[config.mk]
export PLATFORM = sky130hd
export DESIGN_NAME = axi_w_store_fwd
export DESIGN_NICKNAME = d
export VERILOG_FILES = /design/src/rtl/axi_w_store_fwd.sv
export SDC_FILE = /design/constraint.sdc
export NUM_CORES = 1
export LEC_CHECK = 0
export ABC_AREA = 0
export BUFFER_PORTS_ARGS = -buffer_cell sky130_fd_sc_hd__buf_4
export CORE_UTILIZATION = 35
export CTS_CLUSTER_SIZE = 10
export DETAILED_ROUTE_END_ITERATION = 8
export PLACE_DENSITY = 0.53
export SLEW_MARGIN = 20
export SYNTH_ARGS = -nofsm -noshare
export SYNTH_HDL_FRONTEND = slang
export SYNTH_SLANG_ARGS = --single-unit
[constraint.sdc]
create_clock -name clk_i -period 8 [get_ports clk_i]
set_clock_uncertainty 0.1 [all_clocks]
set_input_delay 0.8 -clock clk_i [delete_from_list [all_inputs] [get_ports clk_i]]
set_output_delay 0.8 -clock clk_i [all_outputs]
set_load 0.005 [all_outputs]
[src/rtl/axi_w_store_fwd.sv]
// axi_w_store_fwd: store-and-forward buffer for the AXI write data channel.
// An AW is held back until its whole W burst sits in the local FIFO, so the
// downstream slave sees AW followed by an uninterrupted W burst. Bursts longer
// than the FIFO are cut through beat by beat. AR, R and B pass straight through.
// Optional performance counters: define AXI_W_STORE_FWD_PERF_EN.

// Default AXI4+ATOP channel and bus types used when the parent does not override them.
package axi_w_store_fwd_pkg;
  localparam int unsigned IdW   = 4;
  localparam int unsigned AddrW = 32;
  localparam int unsigned DataW = 32;
  localparam int unsigned StrbW = DataW / 8;
  localparam int unsigned UserW = 1;

  typedef struct packed {
    logic [IdW-1:0]   id;
    logic [AddrW-1:0] addr;
    logic [7:0]       len;
    logic [2:0]       size;
    logic [1:0]       burst;
    logic             lock;
    logic [3:0]       cache;
    logic [2:0]       prot;
    logic [3:0]       qos;
    logic [3:0]       region;
    logic [5:0]       atop;
    logic [UserW-1:0] user;
  } aw_chan_t;

  typedef struct packed {
    logic [DataW-1:0] data;
    logic [StrbW-1:0] strb;
    logic             last;
    logic [UserW-1:0] user;
  } w_chan_t;

  typedef struct packed {
    logic [IdW-1:0]   id;
    logic [1:0]       resp;
    logic [UserW-1:0] user;
  } b_chan_t;

  typedef struct packed {
    logic [IdW-1:0]   id;
    logic [AddrW-1:0] addr;
    logic [7:0]       len;
    logic [2:0]       size;
    logic [1:0]       burst;
    logic             lock;
    logic [3:0]       cache;
    logic [2:0]       prot;
    logic [3:0]       qos;
    logic [3:0]       region;
    logic [UserW-1:0] user;
  } ar_chan_t;

  typedef struct packed {
    logic [IdW-1:0]   id;
    logic [DataW-1:0] data;
    logic [1:0]       resp;
    logic             last;
    logic [UserW-1:0] user;
  } r_chan_t;

  typedef struct packed {
    aw_chan_t aw;
    logic     aw_valid;
    w_chan_t  w;
    logic     w_valid;
    logic     b_ready;
    ar_chan_t ar;
    logic     ar_valid;
    logic     r_ready;
  } axi_req_t;

  typedef struct packed {
    logic    aw_ready;
    logic    ar_ready;
    logic    w_ready;
    logic    b_valid;
    b_chan_t b;
    logic    r_valid;
    r_chan_t r;
  } axi_resp_t;
endpackage

module axi_w_store_fwd #(
  parameter int unsigned WBufDepth = 16,
  parameter type axi_req_t  = axi_w_store_fwd_pkg::axi_req_t,
  parameter type axi_resp_t = axi_w_store_fwd_pkg::axi_resp_t,
  parameter type w_chan_t   = axi_w_store_fwd_pkg::w_chan_t
) (
  input  logic      clk_i,
  input  logic      rst_i,
  input  axi_req_t  slv_req_i,
  output axi_resp_t slv_resp_o,
  output axi_req_t  mst_req_o,
  input  axi_resp_t mst_resp_i
`ifdef AXI_W_STORE_FWD_PERF_EN
  ,
  output logic [31:0] aw_hold_cycles_o,
  output logic [31:0] w_full_cycles_o,
  output logic [15:0] cut_through_cnt_o
`endif
);

  localparam int unsigned CntW = $clog2(WBufDepth + 1);
  localparam int unsigned SumW = CntW + 1;
  localparam int unsigned PtrW = (WBufDepth > 1) ? $clog2(WBufDepth) : 1;

  // FIFO storage and pointers
  w_chan_t           mem_q [WBufDepth];
  logic [PtrW-1:0]   wr_ptr_q, rd_ptr_q;
  logic [CntW-1:0]   fill_q;

  // Burst bookkeeping
  logic [CntW-1:0]   pending_q;
  logic [CntW-1:0]   skip_q;
  logic [CntW-1:0]   released_q;

  logic              full, empty;
  logic              push, pop, last_push, pop_last;
  logic              oversize, issue_ok, aw_issue;
  logic              w_out_valid;
  w_chan_t           head;
  logic [SumW-1:0]   pend_sum, skip_sum, rel_sum, fill_sum;

  assign full  = (fill_q == CntW'(WBufDepth));
  assign empty = (fill_q == '0);
  assign head  = mem_q[rd_ptr_q];

  // AW gating: normal bursts wait for a complete buffered burst, oversize ones cut through
  assign oversize  = (32'(slv_req_i.aw.len) + 32'd1) > WBufDepth;
  assign issue_ok  = oversize ? (pending_q == '0) : (pending_q != '0);
  assign aw_issue  = slv_req_i.aw_valid & issue_ok & mst_resp_i.aw_ready;

  assign push      = slv_req_i.w_valid & ~full;
  assign last_push = push & slv_req_i.w.last;

  // W leaves only once at least one AW is out ahead of it
  assign w_out_valid = ~empty & (released_q != '0);
  assign pop         = w_out_valid & mst_resp_i.w_ready;
  assign pop_last    = pop & head.last;

  // Bus routing: pass-through for AR/R/B and AW payload, gated handshakes for AW/W
  always_comb begin
    mst_req_o          = slv_req_i;
    mst_req_o.aw_valid = slv_req_i.aw_valid & issue_ok;
    mst_req_o.w        = head;
    mst_req_o.w_valid  = w_out_valid;
    slv_resp_o          = mst_resp_i;
    slv_resp_o.aw_ready = mst_resp_i.aw_ready & issue_ok;
    slv_resp_o.w_ready  = ~full;
  end

  // Next values of the counters, one bit wider so wrap-around is visible
  always_comb begin
    pend_sum = {1'b0, pending_q};
    skip_sum = {1'b0, skip_q};
    rel_sum  = {1'b0, released_q};
    fill_sum = {1'b0, fill_q};
    if (last_push) begin
      if (skip_q != '0) skip_sum = skip_sum - SumW'(1);
      else              pend_sum = pend_sum + SumW'(1);
    end
    if (aw_issue && !oversize) pend_sum = pend_sum - SumW'(1);
    if (aw_issue && oversize)  skip_sum = skip_sum + SumW'(1);
    if (aw_issue)              rel_sum  = rel_sum + SumW'(1);
    if (pop_last)              rel_sum  = rel_sum - SumW'(1);
    if (push)                  fill_sum = fill_sum + SumW'(1);
    if (pop)                   fill_sum = fill_sum - SumW'(1);
  end

  // Counter and pointer registers
  always_ff @(posedge clk_i or posedge rst_i) begin
    if (rst_i) begin
      pending_q  <= '0;
      skip_q     <= '0;
      released_q <= '0;
      fill_q     <= '0;
      wr_ptr_q   <= '0;
      rd_ptr_q   <= '0;
    end else begin
      pending_q  <= pend_sum[CntW-1:0];
      skip_q     <= skip_sum[CntW-1:0];
      released_q <= rel_sum[CntW-1:0];
      fill_q     <= fill_sum[CntW-1:0];
      if (push) wr_ptr_q <= (wr_ptr_q == PtrW'(WBufDepth - 1)) ? '0 : wr_ptr_q + PtrW'(1);
      if (pop)  rd_ptr_q <= (rd_ptr_q == PtrW'(WBufDepth - 1)) ? '0 : rd_ptr_q + PtrW'(1);
    end
  end

  // FIFO data array; contents are qualified by fill_q so it needs no reset
  always_ff @(posedge clk_i) begin
    if (push) mem_q[wr_ptr_q] <= slv_req_i.w;
  end

`ifdef AXI_W_STORE_FWD_PERF_EN
  // Saturating performance counters
  always_ff @(posedge clk_i or posedge rst_i) begin
    if (rst_i) begin
      aw_hold_cycles_o  <= '0;
      w_full_cycles_o   <= '0;
      cut_through_cnt_o <= '0;
    end else begin
      if (slv_req_i.aw_valid && !issue_ok && (aw_hold_cycles_o != '1))
        aw_hold_cycles_o <= aw_hold_cycles_o + 32'd1;
      if (full && (w_full_cycles_o != '1))
        w_full_cycles_o <= w_full_cycles_o + 32'd1;
      if (aw_issue && oversize && (cut_through_cnt_o != '1))
        cut_through_cnt_o <= cut_through_cnt_o + 16'd1;
    end
  end
`endif

`ifndef SYNTHESIS
  // Sanity checks on configuration and bookkeeping
  always_ff @(posedge clk_i) begin
    if (!rst_i) begin
      assert (WBufDepth >= 1)
        else $error("axi_w_store_fwd: WBufDepth must be >= 1");
      assert (pend_sum[CntW] == 1'b0)
        else $error("axi_w_store_fwd: pending_q over/underflow");
      assert (skip_sum[CntW] == 1'b0)
        else $error("axi_w_store_fwd: skip_q over/underflow");
      assert (rel_sum[CntW] == 1'b0)
        else $error("axi_w_store_fwd: released_q over/underflow");
      assert ((fill_sum[CntW] == 1'b0) && (fill_sum <= SumW'(WBufDepth)))
        else $error("axi_w_store_fwd: W beat lost in FIFO");
      assert (!(full && (pending_q == '0) && (skip_q == '0) && (released_q == '0) &&
                slv_req_i.aw_valid && !oversize))
        else $error("axi_w_store_fwd: buffer full with no complete burst, W stream longer than aw.len+1");
    end
  end
`endif

endmodule

==> impl_results.rst <==
.. list-table::
   :header-rows: 1

   * - Metric
     - Value
   * - Status
     - complete, no violations
   * - Number of global-route vias before repair
     - 12,317
   * - Net count of the finished layout
     - 1,468
   * - Internal power
     - approximately 0.0072 W
   * - Total setup buffers inserted after CTS
     - 0
   * - Number of nets produced by synthesis
     - 1,520
   * - Standard-cell rows
     - 100
   * - Number of clock buffers inserted by TritonCTS
     - 74
   * - Cells resized by post-CTS repair
     - 0
   * - Routed length per placed instance
     - 31.6 um
   * - Combinational Power Share
     - 28.6%
   * - Share of total power in the clock network
     - 29.3%
   * - Slowest cell delay on critical path
     - between 1 and 1.5 ns
   * - Critical Path Sink Type
     - output pin
   * - Number of max-slew violations in the final report
     - 0
   * - Clock period minus final worst setup slack
     - 4.75 ns
   * - Fill cell total of the finished layout
     - 6,535
   * - Setup repair after global routing missed its margin
     - no
   * - Arr. time, crit path
     - just under 4 ns
   * - First-pass GRT wire length
     - 97,600 um
   * - Global Route Usage Sum
     - 18.2%
   * - I/O pin cnt
     - approximately 470
   * - Overall via count from detail_route
     - 11,760
   * - Final Setup Violations
     - 0
   * - Least-Margin Pin Slew
     - 1.06 ns
   * - Worst R2R Path Depth
     - 5
   * - Initial antenna violation count
     - 2
   * - Die Footprint
     - 0.0763 mm^2
   * - Most frequent standard cell in the layout excluding fill and tap cells
     - sky130_fd_sc_hd__edfxtp_1
   * - Gpl congestion
     - 0.710
   * - GRT Residual Overflow
     - 0
   * - Number of port buffers
     - 93
   * - Max Buffers Root-to-Sink
     - 3
   * - Width of the die
     - 276 um
   * - Setup TNS Final
     - 0 ns
   * - Total leakage power
     - ~9.1 nW
   * - Count of hold buffers inserted by post-cts repair
     - 0
   * - Layout Cells excl Fill
     - 2,205
   * - Clock sink total
     - 636
   * - Number of synthesized register bits
     - around 640
   * - Cells along the critical path
     - buf_12 -> mux4_2 -> mux4_2 -> buf_4
   * - Number of remaining DRC errors
     - 0
   * - Maxcap violations
     - 0
   * - Type of origin of the critical path
     - flip-flop
   * - Share of power burned in registers
     - 42.1%
   * - Total Wirelength
     - roughly 70,000 um
   * - Library cell used as clock root buffer
     - sky130_fd_sc_hd__clkbuf_16
   * - 1st-pass router iterations
     - 4
   * - Layout Area Growth over Synthesis
     - 9.68%
   * - Type of the worst setup path
     - flip-flop to output pin
   * - Reg-to-Reg End
     - released_q[0]
   * - Largest net degree at the start of global routing
     - 157
   * - Final Hold Violating Endpoints
     - 0
   * - Clock latency of the later-clocked register in the worst-skew pair
     - 0.61 ns
   * - Most frequently used flop master after synthesis
     - sky130_fd_sc_hd__edfxtp_1
   * - Utilization after layout
     - a little under 40%
   * - Post-synthesis async set-or-reset flop share
     - roughly 4.4%
   * - Worst rel slew slack
     - about 30%
   * - Fraction of final layout cells with drive strength greater than 1
     - 34.2%
   * - Reg-to-Reg Start
     - rd_ptr_q[0]
   * - Effective utilization at floorplan
     - 35.4%
   * - Number of cells in the design after placement
     - 2,110
   * - Switching fraction of total power
     - 28.4%
   * - Max Clock Freq
     - ~210 MHz
   * - Most frequent cell on the critical path
     - sky130_fd_sc_hd__mux4_2
   * - Net switching power
     - around 0.0029 W
   * - Peak supply drop
     - roughly 0.00026 V
   * - Cell type of the slowest stage on the worst timing path
     - sky130_fd_sc_hd__dfrtp_4
   * - Register cell area after layout
     - 0.0190 mm^2
   * - Highest fanout seen on the critical path
     - 110
   * - Class of the tightest hold or removal check
     - input port to async pin
   * - Clock slew seen by the registers of the worst setup and hold paths
     - roughly 0.050 ns
   * - CTS H-Tree Depth
     - 3
   * - Required @ worst endpoint
     - between 7 and 8 ns
   * - Power per standard cell area
     - 348 mW/mm^2
   * - Post-route fraction of the period consumed by the critical path
     - about 59%
   * - HPWL after DPL
     - 40,600 um
   * - CTS tree
     - yes
   * - Sequential fraction of the synthesis area
     - 72.0%
   * - Post-synthesis average cell area
     - 20.7 um^2
   * - Via/cell ratio
     - ~5.3
   * - Highest-count cells in the layout ignoring fill and taps
     - sky130_fd_sc_hd__edfxtp_1 (608), sky130_fd_sc_hd__mux4_2 (187), sky130_fd_sc_hd__buf_4 (114)
   * - Multi-input logic area
     - 0.00569 mm^2
   * - Number of instances in the synthesized netlist
     - roughly 1,300
   * - Die height
     - 276 um
   * - Core area
     - 0.0744 mm^2
   * - Yosys warning total
     - 0
   * - Initial DRC Count
     - 818
   * - Library cells used by synthesis
     - 54
   * - Number of nets with antenna violations after detailed routing
     - 0
   * - Setup slack on the worst flop-to-flop path
     - 4.45 ns
   * - Number of enable-type register cells in the synthesized netlist
     - 608
   * - Post-synthesis instance area
     - 0.0263 mm^2
## how the worst max path moves through the flow
stage / startpoint / end / slack, ns / cells past startpoint
after floorplan: fill_q[0] / mem_q[15][0] / 5.02 / 8
after CTS: rd_ptr_q[0] / mst_req_o[107] / 3.03 / 4
final: rd_ptr_q[0] / mst_req_o[72] / 3.25 / 4
after global routing: rd_ptr_q[0] / mst_req_o[71] / 2.93 / 4
after global placement: rd_ptr_q[0] / mst_req_o[107] / 3.70 / 4
after detailed placement: rd_ptr_q[0] / mst_req_o[107] / 3.68 / 4
## kinds of logic after synthesis
family | count (synthesis) | synth area share [%]
multiplexers | 200 | 16.5
AO/OA/AOI/OAI | 29 | 0.784
adder cells (fa/ha/maj) | 16 | 0.760
buffers and inverters | 257 | 6.48
flip-flops | 636 | 72.0
AND/OR/NAND/NOR | 100 | 2.37
XOR/XNOR | 31 | 1.09
## cells in the mapped netlist, types with 5 or more instances
library cell,count,area share (%)
sky130_fd_sc_hd__nor3_1,7,0.13
sky130_fd_sc_hd__nand3_1,8,0.15
sky130_fd_sc_hd__nand4_1,7,0.17
sky130_fd_sc_hd__o21ai_0,6,0.11
sky130_fd_sc_hd__mux2_2,6,0.26
sky130_fd_sc_hd__mux2i_1,7,0.27
sky130_fd_sc_hd__ha_1,16,0.76
sky130_fd_sc_hd__xnor2_1,18,0.60
sky130_fd_sc_hd__nor2_1,9,0.13
sky130_fd_sc_hd__buf_2,16,0.30
sky130_fd_sc_hd__edfxtp_1,608,69
sky130_fd_sc_hd__buf_4,192,5.5
sky130_fd_sc_hd__inv_1,13,0.19
sky130_fd_sc_hd__nand2_1,21,0.30
sky130_fd_sc_hd__xor2_1,11,0.37
sky130_fd_sc_hd__mux4_2,187,16
sky130_fd_sc_hd__and2_1,17,0.40
sky130_fd_sc_hd__clkbuf_1,31,0.44
sky130_fd_sc_hd__dfrtp_1,28,2.7
sky130_fd_sc_hd__and4_1,5,0.17
sky130_fd_sc_hd__buf_1,5,0.071
## final cells by class
cell class	count	area share, %
multi-input combinational	376	19.7
timing repair buffer	116	3.10
sequential	636	65.7
clock inverter	8	0.425
antenna	1	0.00867
inverter	13	0.169
tap	969	4.20
clock buffer	86	6.72
## power groups by stage
stage,Sequential [W],Combinational [W],Clock (W)
final,0.00423,0.00287,0.00295
after floorplan,0.00416,0.00204,0
after detailed placement,0.00431,0.00298,0
after global routing,0.00427,0.00310,0.00314
after CTS,0.00424,0.00298,0.00303
after global placement,0.00429,0.00296,0
## sequential cells by signal (all words and copies together) (netlist names)
name        flops
pending_q       5
wr_ptr_q        4
rd_ptr_q        4
skip_q          5
mem_q         608
fill_q          5
released_q      5
## critical path: cells and delay by family (launching register included)
family,cells,cell delay (ns)
buf+inv,2,0.91
flops,1,1.03
mux,2,1.15
## metal layers
| metal | vias to the layer above | routed length [um] | global-route usage [%] |
|---|---|---|---|
| met5 | - | 17 | 0.250 |
| li1 | 4823 | - | - |
| met3 | 138 | 6570 | 7.30 |
| met1 | 6302 | 24300 | 19.6 |
| met2 | 495 | 36600 | 32.0 |
| met4 | 2 | 2160 | 6.83 |
## through the flow
stage	setup WS (ns)	hold slack (ns)	total power, W	instance area [um^2]
after global placement	3.70	0.484	0.00725	26800
final	3.25	0.204	0.0100	28900
after detailed placement	3.68	0.487	0.00728	26800
after global routing	2.93	0.232	0.0105	28900
after CTS	3.03	0.192	0.0103	28900
after floorplan	5.02	0.444	0.00620	26300
No activity file was read; power rests on OpenSTA's default activity.
